[src/rtl/vga_sync.sv]
// rtl/vga_sync.sv - VGA raster timing generator (coordinates, visible flag, syncs, line/frame strobes)
// Optional frame counter port enabled by defining VGA_FRAME_CNT_EN.
module vga_sync #(
    parameter int H_VIS      = 640,
    parameter int H_FP       = 16,
    parameter int H_SYNC     = 96,
    parameter int H_BP       = 48,
    parameter int V_VIS      = 480,
    parameter int V_FP       = 10,
    parameter int V_SYNC     = 2,
    parameter int V_BP       = 33,
    parameter int FRAME_LINE = 481
) (
    input  logic       clk25M,
    input  logic       reset,
    output logic [9:0] x,
    output logic [9:0] y,
    output logic       vga_on,
    output logic       hsync,
    output logic       vsync,
    output logic       line_tick,
`ifdef VGA_FRAME_CNT_EN
    output logic       frame_tick,
    output logic [7:0] frame_cnt
`else
    output logic       frame_tick
`endif
);

    localparam int H_TOTAL = H_VIS + H_FP + H_SYNC + H_BP;
    localparam int V_TOTAL = V_VIS + V_FP + V_SYNC + V_BP;

    localparam logic [9:0] H_LAST     = 10'(H_TOTAL - 1);
    localparam logic [9:0] V_LAST     = 10'(V_TOTAL - 1);
    localparam logic [9:0] H_VIS_END  = 10'(H_VIS);
    localparam logic [9:0] V_VIS_END  = 10'(V_VIS);
    localparam logic [9:0] HS_START   = 10'(H_VIS + H_FP);
    localparam logic [9:0] HS_END     = 10'(H_VIS + H_FP + H_SYNC);
    localparam logic [9:0] VS_START   = 10'(V_VIS + V_FP);
    localparam logic [9:0] VS_END     = 10'(V_VIS + V_FP + V_SYNC);
    localparam logic [9:0] FRAME_Y    = 10'(FRAME_LINE);

    logic [9:0] x_next;
    logic [9:0] y_next;

    always_comb begin
        x_next = x + 10'd1;
        y_next = y;
        if (x == H_LAST) begin
            x_next = 10'd0;
            y_next = (y == V_LAST) ? 10'd0 : y + 10'd1;
        end
    end

    // Flags are decoded from the next coordinate so they land in the same cycle as it.
    always_ff @(posedge clk25M) begin
        if (reset) begin
            x          <= 10'd0;
            y          <= 10'd0;
            vga_on     <= 1'b1;
            hsync      <= 1'b1;
            vsync      <= 1'b1;
            line_tick  <= 1'b0;
            frame_tick <= 1'b0;
        end else begin
            x          <= x_next;
            y          <= y_next;
            vga_on     <= (x_next < H_VIS_END) && (y_next < V_VIS_END);
            hsync      <= !((x_next >= HS_START) && (x_next < HS_END));
            vsync      <= !((y_next >= VS_START) && (y_next < VS_END));
            line_tick  <= (x_next == H_LAST);
            frame_tick <= (x_next == 10'd0) && (y_next == FRAME_Y);
        end
    end

`ifdef VGA_FRAME_CNT_EN
    always_ff @(posedge clk25M) begin
        if (reset) begin
            frame_cnt <= 8'd0;
        end else if ((x == H_LAST) && (y == V_LAST)) begin
            frame_cnt <= frame_cnt + 8'd1;
        end
    end
`endif

endmodule

[config.mk]
export PLATFORM = sky130hd
export DESIGN_NAME = vga_sync
export DESIGN_NICKNAME = d
export VERILOG_FILES = /design/src/rtl/vga_sync.sv
export SDC_FILE = /design/constraint.sdc
export NUM_CORES = 1
export LEC_CHECK = 0
export ABC_AREA = 0
export BUFFER_PORTS_ARGS = -buffer_cell sky130_fd_sc_hd__buf_2
export CORE_MARGIN = 3
export CORE_UTILIZATION = 55
export CTS_CLUSTER_DIAMETER = 60
export DETAILED_ROUTE_END_ITERATION = 16
export PLACE_DENSITY_LB_ADDON = 0.25
export SETUP_SLACK_MARGIN = 0.2
export SYNTH_ARGS = -nofsm -noshare
export SYNTH_HDL_FRONTEND = slang
export SYNTH_SLANG_ARGS = --single-unit
[constraint.sdc]
create_clock -name clk25M -period 5.3 [get_ports clk25M]
set_input_delay 1.06 -clock clk25M [delete_from_list [all_inputs] [get_ports clk25M]]
set_output_delay 1.06 -clock clk25M [all_outputs]
set_load 0.02 [all_outputs]
==> out/qor.csv <==
metric,value,unit
outcome,finished clean,
Routed WL per cell,14.1,µm
final setup TNS,0,ns
routability cong.,0.876,
f_max,364,MHz
initial DRC count,39,
post-synthesis mux area share,0,%
global route total overflow,0,
Via density,5.92,
Nets,209,
antenna violations before repair,0,
Final Util,67.4,%
first-pass GRT wire length,5.70,mm
ratio of cells with drive above 1 in the final layout,18.8,%
worst-margin pin slew,0.652,ns
Final Max Tran Viols,0,
pwr dens,182,nW/µm²
largest family of logic cells by synthesized area,simple AND/OR/NAND/NOR gates,
CTS Hold Bufs,0,
post-CTS sizing,0,
total track usage,21.4,%
FF+latch area,500,µm²
clk root buf,clkbuf_4,
Post-synth EDFFs,0,
vias,1362,
DRC viols,0,
boundary pin count,27,
Setup crit end kind,flip-flop,
period utilization,51.8,%
"Hold Vio Cnt, Final",0,
full die area,3250,µm²
Max transition margin,56.5,%
placed cell areas,1550,µm²
Area contributors post-synth,"dfxtp_1 35%, xnor2_1 4.9%, nand2_1 4.7%",
Rows,17,
post-route cell area,1580,µm²
Period minus WS final,2.75,ns
syn_nets,187,
CTS tree,done,
area fraction in compound gates after synthesis,16.7,%
Post-synth top flop,dfxtp_1,
H-tree depth,1,
Post-Synth XOR/XNOR Area,6.12,%
CTS sink count,25,
worst skew pair latency,0.32,ns
register area share after synthesis,35.0,%
post-synth top area share,35.0,%
"Clk pin slew, worst setup/hold paths",0.14,ns
core area,2340,µm²
hpwl dp,2.39,mm
adder-cell share of the synthesized area,3.50,%
final setup violation count,0,
RSZ-0062 raised after global routing,no,
fillers,213,
drt first pass iters,4,
maximum clock insertion buffer count,2,
yosys warns,0,
Syn Inst Count,181,
CTS Buf Count,3,
critical path class,reg -> reg,
area of the multi-input gates,847,µm²
chip height,57.0,µm
"Data required, critical path",5.57,ns
largest net degree at the start of global routing,21,
leak pwr,0.598,nW
asr flop ratio synth,0,%
vias in the first global route,1277,
CP arrival,3.02,ns
final hold slack,0.538,ns
Starting Density,61.1,%
maxcap violations,0,
Worst Path Max Fanout,20,
Yosys reg bits,25,
"Cell Area, Synth",1430,µm²
Worst VDD drop,0.221,mV
largest area contributor in the netlist,dfxtp_1,
"Avg Cell Area, Syn",7.90,µm²
Post-CTS Setup Bufs,0,
Die Width,57.0,µm
worst clock skew,0.0134,ns
worst min path class,reg -> reg,
Yosys cell types,41,
Final ANT Viol Nets,0,
Inserted Diodes,0,
simple-gate area share of the yosys netlist,32.9,%
CP Launch Type,flip-flop,
WL final,3.23,mm
area delta synth->final,10.3,%
Port Buffers,26,
[final cells by class]
cell class | instances | share of cell area (%)
clock buffers | 3 | 1.43
clock inverters | 1 | 0.317
inverters | 8 | 1.90
multi-input cells | 138 | 53.7
flip-flops and latches | 25 | 31.7
well taps | 28 | 2.22
repair buffers | 27 | 8.72
[through the flow]
step	instances	worst slack (ns)	total power, mW
2_1_floorplan	181	2.91	0.205
3_3_place_gp	226	2.68	0.208
3_5_place_dp	226	2.58	0.209
4_1_cts	230	2.53	0.290
5_1_grt	230	2.32	0.300
6_report	230	2.55	0.288
[report_power, final]
group / internal (mW) / switching (mW) / total, mW
Combinational: 0.00391 / 0.00805 / 0.0120
Sequential: 0.190 / 0.00256 / 0.192
Clock: 0.0282 / 0.0552 / 0.0834
[logic make-up (layout without fill, tap and decap cells)]
logic type | Yosys count | after routing
AOI/OAI and AO/OA | 37 | 37
xor gates and xnor gates | 10 | 10
adders and majority gates | 4 | 4
buffers and inverters | 18 | 39
DFF | 25 | 25
and+or+nand+nor | 87 | 87
[worst max-delay path, stage by stage, from the launching register on]
cell      delay [ns]
dfxtp_1         0.43
ha_1            0.25
nand4_1         0.21
or3_1           0.65
or3_1           0.44
a21o_1          0.22
nor4_2          0.29
and4bb_1        0.22
[per-layer routing]
metal	share of wire, %	routed length [µm]	GRT usage (%)
met5	0	0	0
met4	0.56	18	4.64
met3	6.6	214	5.43
met2	45	1460	33.0
met1	48	1540	30.4
[worst paths after layout]
kind	start	end	slack [ns]	depth (start not counted)
max reg2reg	x[0]$_SDFF_PP0_	frame_tick$_SDFF_PP0_	2.55	7
max	x[0]$_SDFF_PP0_	frame_tick$_SDFF_PP0_	2.55	7
min reg2reg	x[0]$_SDFF_PP0_	x[0]$_SDFF_PP0_	0.54	1
min	x[0]$_SDFF_PP0_	x[0]$_SDFF_PP0_	0.54	1
[flip-flops by register name (all words and copies together), names as in the netlist]
signal	flops
y	10
hsync	1
x	10
frame_tick	1
vga_on	1
line_tick	1
vsync	1
[cells in the mapped netlist (2+ instances only)]
library cell	number
nand3_1	8
nand2b_1	3
nor2b_1	2
nor3_1	12
nor2_1	18
and3_1	2
a22oi_1	2
nand2_1	18
nor4_1	7
dfxtp_1	25
o21ai_0	11
or3_1	3
nand4_1	4
a31oi_1	5
xor2_1	2
inv_1	8
buf_6	2
a211oi_1	4
xnor2_1	8
a21oi_1	6
ha_1	4
clkbuf_1	8
[cell usage in the layout (no fill, tap or decap), types with 2 or more instances in the layout]
| cell type | synthesis | routed |
|---|---|---|
| a211oi_1 | 4 | 4 |
| o21ai_0 | 11 | 11 |
| ha_1 | 4 | 4 |
| and3_1 | 2 | 2 |
| nand2b_1 | 3 | 3 |
| buf_2 | 0 | 26 |
| a22oi_1 | 2 | 2 |
| a21oi_1 | 6 | 6 |
| nand2_1 | 18 | 18 |
| inv_1 | 8 | 8 |
| nor3_1 | 12 | 12 |
| xnor2_1 | 8 | 8 |
| a31oi_1 | 5 | 5 |
| dfxtp_1 | 25 | 25 |
| nor2b_1 | 2 | 2 |
| xor2_1 | 2 | 2 |
| nor2_1 | 18 | 18 |
| nor4_1 | 7 | 7 |
| nand3_1 | 8 | 8 |
| clkbuf_4 | 0 | 3 |
| or3_1 | 3 | 3 |
| nand4_1 | 4 | 4 |
Note: power is estimated with default switching activity, not from simulation.
